## src/rtl/fact_mmio_pkg.sv

```systemverilog
// Shared register-map constants for the factorial MMIO control front-end.
package fact_mmio_pkg;

  localparam logic [1:0] REG_N      = 2'd0;
  localparam logic [1:0] REG_GO     = 2'd1;
  localparam logic [1:0] REG_STATUS = 2'd2;
  localparam logic [1:0] REG_RESULT = 2'd3;

  localparam int STAT_DONE = 0;
  localparam int STAT_ERR  = 1;

endpackage

```

## src/rtl/fact_mmio_chan.sv

```systemverilog
// One factorial channel: operand, launch pulse, busy tracking, sticky status
// flags and result capture.
module fact_mmio_chan
  import fact_mmio_pkg::*;
#(
  parameter int NW = 4,
  parameter int DW = 32
) (
  input  logic          clk,
  input  logic          rst_n,
  input  logic          wr_n,
  input  logic          wr_go,
  input  logic          wr_status,
  input  logic [NW-1:0] wd_n,
  input  logic [1:0]    wd_ctl,
  input  logic          done_in,
  input  logic          err_in,
  input  logic [DW-1:0] result_in,
  output logic [NW-1:0] n_out,
  output logic          go_out,
  output logic          busy_out,
  output logic          done_out,
  output logic          err_out,
  output logic          flag_next,
  output logic [DW-1:0] result_out
);

  logic [NW-1:0] n_q, n_d;
  logic          go_q, go_d;
  logic          busy_q, busy_d;
  logic          done_q, done_d;
  logic          err_q, err_d;
  logic [DW-1:0] result_q, result_d;
  logic          launch_s;
  logic          finish_s;

  assign launch_s = wr_go && wd_ctl[0] && !busy_q;
  assign finish_s = busy_q && (done_in || err_in);

  // Next-state: set events from the core take priority over W1C clears.
  always_comb begin
    n_d      = n_q;
    go_d     = 1'b0;
    busy_d   = busy_q;
    done_d   = done_q;
    err_d    = err_q;
    result_d = result_q;

    if (wr_n && !busy_q) n_d = wd_n;
    else                 n_d = n_q;

    if (launch_s) begin
      go_d   = 1'b1;
      busy_d = 1'b1;
    end else if (finish_s) begin
      busy_d = 1'b0;
    end else begin
      busy_d = busy_q;
    end

    if (busy_q && done_in)                      done_d = 1'b1;
    else if (wr_status && wd_ctl[STAT_DONE])    done_d = 1'b0;
    else                                        done_d = done_q;

    if (busy_q && err_in)                       err_d = 1'b1;
    else if (wr_status && wd_ctl[STAT_ERR])     err_d = 1'b0;
    else                                        err_d = err_q;

    if (busy_q && done_in) result_d = result_in;
    else                   result_d = result_q;
  end

  always_ff @(posedge clk or negedge rst_n) begin
    if (!rst_n) begin
      n_q      <= {NW{1'b0}};
      go_q     <= 1'b0;
      busy_q   <= 1'b0;
      done_q   <= 1'b0;
      err_q    <= 1'b0;
      result_q <= {DW{1'b0}};
    end else begin
      n_q      <= n_d;
      go_q     <= go_d;
      busy_q   <= busy_d;
      done_q   <= done_d;
      err_q    <= err_d;
      result_q <= result_d;
    end
  end

  assign n_out      = n_q;
  assign go_out     = go_q;
  assign busy_out   = busy_q;
  assign done_out   = done_q;
  assign err_out    = err_q;
  assign flag_next  = done_d || err_d;
  assign result_out = result_q;

endmodule

```

## src/rtl/fact_mmio_ctrl.sv

```systemverilog
// MMIO front-end for NCH factorial cores: address decode, per-channel write
// fan-out, registered read mux and registered interrupt.
module fact_mmio_ctrl
  import fact_mmio_pkg::*;
#(
  parameter  int NCH = 4,
  parameter  int NW  = 4,
  parameter  int DW  = 32,
  localparam int AW  = $clog2(NCH) + 2
) (
  input  logic              clk,
  input  logic              rst_n,
  input  logic              we,
  input  logic [AW-1:0]     addr,
  input  logic [DW-1:0]     wd,
  output logic [DW-1:0]     rd,
  output logic [NCH*NW-1:0] n_out,
  output logic [NCH-1:0]    go_out,
  input  logic [NCH-1:0]    done_in,
  input  logic [NCH-1:0]    err_in,
  input  logic [NCH*DW-1:0] result_in,
  output logic              irq
);

  localparam int CW = AW - 2;

  logic [CW-1:0]  chan_s;
  logic [1:0]     reg_s;
  logic [NCH-1:0] busy_s, done_s, err_s, flag_next_s;
  logic [NW-1:0]  n_a      [NCH];
  logic [DW-1:0]  result_a [NCH];
  logic [DW-1:0]  rd_q, rd_d;
  logic           irq_q, irq_d;
  logic           wd_unused_s;

  assign chan_s      = addr[AW-1:2];
  assign reg_s       = addr[1:0];
  assign wd_unused_s = ^wd[DW-1:NW];

  for (genvar c = 0; c < NCH; c++) begin : g_chan
    localparam logic [CW-1:0] CH = CW'(c);
    logic sel_s;
    assign sel_s = we && (chan_s == CH);

    fact_mmio_chan #(.NW(NW), .DW(DW)) u_chan (
      .clk        (clk),
      .rst_n      (rst_n),
      .wr_n       (sel_s && (reg_s == REG_N)),
      .wr_go      (sel_s && (reg_s == REG_GO)),
      .wr_status  (sel_s && (reg_s == REG_STATUS)),
      .wd_n       (wd[NW-1:0]),
      .wd_ctl     (wd[1:0]),
      .done_in    (done_in[c]),
      .err_in     (err_in[c]),
      .result_in  (result_in[c*DW +: DW]),
      .n_out      (n_a[c]),
      .go_out     (go_out[c]),
      .busy_out   (busy_s[c]),
      .done_out   (done_s[c]),
      .err_out    (err_s[c]),
      .flag_next  (flag_next_s[c]),
      .result_out (result_a[c])
    );

    assign n_out[c*NW +: NW] = n_a[c];
  end

  // Read mux uses current register values, so a same-cycle write reads old data.
  always_comb begin
    rd_d = {DW{1'b0}};
    case (reg_s)
      REG_N:      rd_d[NW-1:0] = n_a[chan_s];
      REG_GO:     rd_d[0]      = busy_s[chan_s];
      REG_STATUS: begin
        rd_d[STAT_DONE] = done_s[chan_s];
        rd_d[STAT_ERR]  = err_s[chan_s];
      end
      REG_RESULT: rd_d = result_a[chan_s];
      default:    rd_d = {DW{1'b0}};
    endcase
    irq_d = |flag_next_s;
  end

  always_ff @(posedge clk or negedge rst_n) begin
    if (!rst_n) begin
      rd_q  <= {DW{1'b0}};
      irq_q <= 1'b0;
    end else begin
      rd_q  <= rd_d;
      irq_q <= irq_d;
    end
  end

  assign rd  = rd_q;
  assign irq = irq_q;

endmodule

```

## config.mk

```make
export PLATFORM = sky130hd
export DESIGN_NAME = fact_mmio_ctrl
export DESIGN_NICKNAME = d
export VERILOG_FILES = /design/src/rtl/fact_mmio_pkg.sv /design/src/rtl/fact_mmio_chan.sv /design/src/rtl/fact_mmio_ctrl.sv
export SDC_FILE = /design/constraint.sdc
export NUM_CORES = 1
export LEC_CHECK = 0
export ABC_AREA = 1
export CAP_MARGIN = 20
export CORE_UTILIZATION = 35
export DETAILED_ROUTE_END_ITERATION = 12
export PLACE_DENSITY = 0.62
export SYNTH_ARGS = -nofsm -noshare
export SYNTH_HDL_FRONTEND = slang
export SYNTH_HIERARCHICAL = 1
export SYNTH_SLANG_ARGS = --single-unit
export TNS_END_PERCENT = 1
```

## constraint.sdc

```tcl
create_clock -name clk -period 2.8 [get_ports clk]
set_clock_uncertainty 0.1 [all_clocks]
set_input_delay 0.56 -clock clk [delete_from_list [all_inputs] [get_ports clk]]
set_output_delay 0.56 -clock clk [all_outputs]
set_load 0.01 [all_outputs]
```

==> results.json, run 1 <==
{
  "outcome": "finished clean",
  "syn_nets": 1153,
  "route.antenna.remaining_nets": 0,
  "cp-end-kind": "register",
  "grt_pass1_wl_microns": 40900,
  "final_util_pct": 47.3,
  "clockRootBuffer": "clkbuf_16",
  "finalCriticalPeriod_ps": 2240,
  "crit_path_start_kind": "primary input",
  "yosysWarnings": 6,
  "grt_start_max_net_pins": 80,
  "path_class": "in2reg",
  "cts_buffers": 17,
  "finalSetupTns_ps": 0,
  "clk_pin_slew_worst_paths_ps": 70,
  "cts_tree": "built",
  "maxCapViolCount": 0,
  "crit_slowest_cell": "clkdlybuf4s50_1",
  "die_area_sq_um": 25100,
  "cts_num_sinks": 193,
  "postCtsHoldBufs": 1,
  "cts_buffer_depth": 2,
  "routed_wl_microns": 26100,
  "path_buf_inv": 4,
  "cp.required_ps": 3000,
  "synthesis.instances": 974,
  "io_buffers": 199,
  "initialDrtViolationCount": 539,
  "rsz0062_at_grt": "false",
  "pin_count": 228,
  "filler_cell_count": 2324,
  "slew_viol_final": 0,
  "vdd_drop_max_mv": 0.285,
  "drive_above_1_share_pct": 6.68,
  "netlist_area_sq_um": 8580,
  "antenna_found_initial": 2,
  "grt_pass1_vias": 7454,
  "synth.avg_cell_area_sq_um": 8.81,
  "drc": 0,
  "synth_sequential_area_ratio_pct": 56.3,
  "grt_overflow": 0,
  "cts-resized-gates": 0,
  "area_growth_pct": 31.1,
  "ys_seq_elements": 193,
  "fmax_ghz": 0.447,
  "finalCritPeriodShare_pct": 79.9,
  "power.density_nw_per_um2": 633,
  "finalHoldViolations": 0,
  "slew_headroom_pct": 59.6,
  "cp_top_family": "simple AND/OR/NAND/NOR gates",
  "clkLatencyLatePin_ps": 430,
  "finalSetupViolations": 0,
  "power_mw": 7.12,
  "die_h_microns": 159,
  "slowest_delay_ps": 540,
  "grt_usage_pct": 21.9,
  "fp-row-count": 56,
  "path_cells": "clkdlybuf4s50_1 -> buf_4 -> inv_2 -> nor2_4 -> nand2_1 -> nor2_1 -> nand2_1 -> nand2_1 -> nand2_1 -> inv_1 -> nand2_1 -> or4_1",
  "power.leakage_nw": 5.52,
  "nNetsFinal": 1333,
  "path_max_fanout": 9,
  "core_sq_um": 23800,
  "cts_max_level": 4,
  "gp_congestion": 0.896,
  "cp_data_arrival_time_ps": 2430,
  "start_util_pct": 36.1,
  "vias": 7307,
  "hpwlAfterDp_microns": 17200,
  "cp_common_cell": "nand2_1",
  "hold_path.class": "in2reg",
  "cts_setup_buffers": 0,
  "wl_per_cell_microns": 17.5,
  "synth_cell_types": 20,
  "first_pass_iters": 5,
  "die_width_microns": 159,
  "vias_per_cell": 4.91,
  "worst_slew_pin_slew_ps": 607
}
==> final cells by class <==
| class | count | area (sq um) | share of cell area (%) |
|---|---|---|---|
| inverters | 26 | 100 | 0.890 |
| clock buffers | 18 | 429 | 3.82 |
| well taps | 319 | 399 | 3.55 |
| diodes | 1 | 2.50 | 0.0223 |
| multi-input cells | 693 | 3150 | 28.0 |
| repair buffers | 223 | 2180 | 19.4 |
| clock inverters | 14 | 143 | 1.27 |
| flip-flops and latches | 193 | 4830 | 43.0 |
==> per-layer routing <==
layer | global-route usage (%) | up-vias | routed length, microns
met2 | 35.3 | 229 | 12300
met4 | 6.18 | 2 | 372
met3 | 4.90 | 22 | 1560
met1 | 29.5 | 3514 | 11800
li1 | - | 3540 | -
met5 | 0 | - | 16
==> cells by family after synthesis <==
logic type / share of synthesized area (%)
fa+ha+maj: 0.584
compound gates: 7.12
buf+inv: 6.91
simple gates: 29.1
flops: 56.3
==> tightest hold or removal path, stage by stage <==
cell     delay [ps]
buf_2           110
nand2_4          50
nand2_1          70
==> cells in the mapped netlist <==
library cell / instances / area share [%]
nor2_4: 3 / 0.39
nand4_1: 3 / 0.22
buf_2: 19 / 1.1
nand2_1: 416 / 18
clkbuf_1: 2 / 0.088
inv_4: 1 / 0.073
o21ai_1: 6 / 0.35
buf_6: 22 / 2.9
inv_1: 18 / 0.79
buf_4: 19 / 1.7
inv_2: 7 / 0.31
a22oi_1: 56 / 4.9
nand3_1: 149 / 8.7
or2_0: 4 / 0.29
ha_1: 4 / 0.58
or4_1: 1 / 0.088
dfrtp_1: 193 / 56
nand2_4: 4 / 0.53
a21oi_1: 32 / 1.9
nor2_1: 15 / 0.66
==> metrics by stage <==
stage | hold WS, ps | std cells | area (sq um) | setup WS [ps]
after CTS | 278 | 1486 | 11200 | 588
after detailed placement | 358 | 1453 | 10700 | 134
after global placement | 354 | 1453 | 10700 | 149
after floorplan | 164 | 974 | 8580 | 601
after global routing | 292 | 1486 | 11200 | 381
final | 299 | 1487 | 11200 | 562
==> state kept, by name (all words and copies together), names as in the netlist <==
| signal | flops |
|---|---|
| g_chan.u_chan/busy_out | 4 |
| g_chan.u_chan/done_out | 4 |
| g_chan.u_chan/err_out | 4 |
| g_chan.u_chan/go_out | 4 |
| g_chan.u_chan/n_out | 16 |
| g_chan.u_chan/result_out | 128 |
| irq | 1 |
| rd | 32 |
==> report_power, final <==
part	leakage (nW)	internal [mW]	total [mW]	switching, mW
Sequential	2.53	3.25	3.54	0.284
Combinational	2.71	0.599	1.22	0.617
Clock	0.279	1.19	2.37	1.18
==> placed cells by master, fill, tap and decap left out, drive strengths merged <==
cell,netlist,final
or4,1,1
nand2,420,420
o21ai,6,6
nand4,3,3
inv,26,34
buf,60,27
clkinvlp,0,1
clkbuf,2,19
or2,4,4
nor2,18,18
a22oi,56,56
diode,0,1
clkdlybuf4s50,0,194
ha,4,4
dfrtp,193,193
nand3,149,149
clkinv,0,5
a21oi,32,32
dlygate4sd3,0,1
==> worst paths after layout <==
check	cells past startpoint	end	start	slack, ps
max	12	irq$_DFF_PN0_	addr[3]	560
min	3	g_chan[3].u_chan/done_out$_DFF_PN0_	done_in[3]	300
max reg2reg	5	irq$_DFF_PN0_	g_chan[2].u_chan/busy_out$_DFFE_PN0P_	990
min reg2reg	2	g_chan[1].u_chan/result_out[0]$_DFFE_PN0P_	g_chan[1].u_chan/result_out[0]$_DFFE_PN0P_	380
max in group asynchronous	3	g_chan[3].u_chan/result_out[27]$_DFFE_PN0P_	rst_n	1340
min in group asynchronous	2	rd[3]$_DFF_PN0_	rst_n	520
Note: power is estimated with default switching activity, not from simulation.
==> run 2, diff against run 1 <==
--- a/config.mk
+++ b/config.mk
@@ -9,7 +9,7 @@
 export CAP_MARGIN = 20
 export CORE_UTILIZATION = 35
 export DETAILED_ROUTE_END_ITERATION = 12
-export PLACE_DENSITY = 0.62
+export PLACE_DENSITY = 0.64
 export SYNTH_ARGS = -nofsm -noshare
 export SYNTH_HDL_FRONTEND = slang
 export SYNTH_HIERARCHICAL = 1
==> constraint.sdc (replaced) <==
create_clock -name clk -period 2.01 [get_ports clk]
set_clock_uncertainty 0.1 [all_clocks]
set_input_delay 0.402 -clock clk [delete_from_list [all_inputs] [get_ports clk]]
set_output_delay 0.402 -clock clk [all_outputs]
set_load 0.01 [all_outputs]
==> run 2 against run 1 <==
Against the previous run:
- sequential share of layout area shrank 1.0 points
- via count grew 3.3%
- non-clock buffer count grew 29
- power grew 40%
- critical path depth shrank 11
- final cell count grew 2.0%
- worst setup slack lost 490 ps
- sequential power grew 39%
- flip-flop and latch count is the same
- critical path type is now reg2out
- critical endpoint is now n_out[3]
- largest power group unchanged
==> results.json, run 2 (same netlist as run 1, synthesis figures left out) <==
{
  "slew_viol_final": 0,
  "r2r_cells": 5,
  "cts_num_sinks": 193,
  "largest_reg_flops": 128,
  "cts_buffer_depth": 2,
  "final_common_cell": "nand2_1",
  "clk_pin_slew_worst_paths_ps": 70,
  "vias_per_cell": 4.98,
  "path_cells": "clkdlybuf4s50_1",
  "drc": 0,
  "cts_buffers": 17,
  "cts_tree": "built",
  "worst_slew_pin_slew_ps": 475,
  "path_buf_inv": 1,
  "die_area_sq_um": 25100,
  "hpwlAfterDp_microns": 18100,
  "r2r-start": "g_chan[3].u_chan/busy_out$_DFFE_PN0P_",
  "cp.depth": 1,
  "gp_congestion": 0.932,
  "crit_end": "n_out[3]",
  "grt_overflow": 0,
  "path_class": "reg2out",
  "grt_pass1_wl_microns": 41300,
  "cp-startpoint": "g_chan[0].u_chan/n_out[3]$_DFFE_PN0P_",
  "core_sq_um": 23800,
  "fp-row-count": 56,
  "die_width_microns": 159,
  "initialDrtViolationCount": 563,
  "crit_slowest_cell": "clkdlybuf4s50_1",
  "grt_pass1_vias": 7412,
  "first_pass_iters": 5,
  "power_mw": 9.98,
  "antenna_found_initial": 3,
  "placedCellCount": 1482,
  "rrSetupSlack_ps": 430,
  "die_h_microns": 159,
  "filler_cell_count": 2277,
  "nNetsFinal": 1362,
  "dpl_cell_area_sq_um": 10900,
  "finalCritPeriodShare_pct": 96.2,
  "route.antenna.remaining_nets": 0,
  "cp_data_arrival_time_ps": 1430,
  "drive_above_1_share_pct": 9.28,
  "clkLatencyLatePin_ps": 430,
  "cts_setup_buffers": 0,
  "setup_ws_ps": 76.6,
  "slew_headroom_pct": 68.4,
  "pin_count": 228,
  "postLayoutCellArea_sq_um": 11500,
  "cts_max_level": 4,
  "vias": 7550,
  "pre_cts_ws_ps": -442,
  "hold_path.class": "in2reg",
  "regToRegEndpoint": "irq$_DFF_PN0_",
  "final_util_pct": 48.5,
  "area_growth_pct": 34.2,
  "cp.required_ps": 1510,
  "finalCriticalPeriod_ps": 1930,
  "outcome": "finished clean",
  "io_buffers": 199,
  "maxCapViolCount": 0,
  "finalSetupViolations": 0,
  "grt_start_max_net_pins": 61,
  "wl_per_cell_microns": 17.5,
  "final_cell_mix": "nand2_1, clkdlybuf4s50_1, dfrtp_1, nand3_1, a22oi_1",
  "path_max_fanout": 3,
  "routed_wl_microns": 26600,
  "crit_path_start_kind": "register",
  "fmax_ghz": 0.517,
  "slowest_delay_ps": 570,
  "multi_input_area_sq_um": 3170,
  "seq_area_sq_um": 4830,
  "grt_usage_pct": 22.1,
  "finalHoldViolations": 0,
  "clockRootBuffer": "clkbuf_16",
  "power.leakage_nw": 5.68,
  "vdd_drop_max_mv": 0.500,
  "rsz0062_at_grt": "false",
  "start_util_pct": 36.1,
  "cp_top_family": "buffers and inverters",
  "cp-end-kind": "primary output",
  "fin_cells": 1516,
  "power.density_nw_per_um2": 867
}
-- run 2: worst min path at each step --
| stage | start | endpoint | slack (ps) | cells past startpoint |
|---|---|---|---|---|
| 5_1_grt | done_in[3] | g_chan[3].u_chan/done_out$_DFF_PN0_ | 170 | 3 |
| 6_report | done_in[3] | g_chan[3].u_chan/done_out$_DFF_PN0_ | 160 | 3 |
| 4_1_cts | done_in[1] | g_chan[1].u_chan/done_out$_DFF_PN0_ | 150 | 3 |
| 2_1_floorplan | rst_n | g_chan[0].u_chan/busy_out$_DFFE_PN0P_ | 6 | 0 |
| 3_5_place_dp | rst_n | g_chan[3].u_chan/n_out[3]$_DFFE_PN0P_ | 270 | 1 |
| 3_3_place_gp | rst_n | g_chan[3].u_chan/n_out[2]$_DFFE_PN0P_ | 270 | 1 |
-- run 2: layout make-up --
cell class	count	share of cell area (%)
flip-flops and latches	193	42.0
repair buffers	252	21.1
well taps	319	3.47
inverters	26	0.869
diodes	1	0.0217
multi-input cells	693	27.6
clock inverters	14	1.26
clock buffers	18	3.73
-- run 2: metrics by stage --
stage	hold WS [ps]	setup TNS (ps)
2_1_floorplan	6.41	0
3_3_place_gp	272	-4170
4_1_cts	146	0
3_5_place_dp	269	-5990
6_report	157	0
5_1_grt	171	0
-- run 2: routing by layer --
metal	track usage (%)	part of all wire, %
met1	31.7	47
met3	3.38	6.2
met4	5.27	0.81
met2	34.8	46
met5	0	0.086
-- run 2: repair_timing --
item	CTS	global route
setup endpoints to repair	0	1
endpoints found under the hold margin	38	0
gates resized for setup	0	10
hold buffers	1	0
-- run 2: worst reg2reg max path: cells and delay by family, from the launching register on --
| kind | cells | cell delay [ps] |
|---|---|---|
| buffers and inverters | 1 | 50 |
| DFF | 1 | 550 |
| and+or+nand+nor | 4 | 750 |
-- run 2: power by group --
| group | leakage, nW | switching, mW | internal [mW] |
|---|---|---|---|
| registers | 2.53 | 0.397 | 4.53 |
| clock network | 0.274 | 1.65 | 1.66 |
| logic | 2.87 | 0.878 | 0.867 |
==> run 3, diff against run 2 <==
--- a/config.mk
+++ b/config.mk
@@ -14,4 +14,4 @@
 export SYNTH_HDL_FRONTEND = slang
 export SYNTH_HIERARCHICAL = 1
 export SYNTH_SLANG_ARGS = --single-unit
-export TNS_END_PERCENT = 1
+export TNS_END_PERCENT = 50
==> results of run 3 <==
The final DEF is identical to that of run 2; final timing and power are the same.
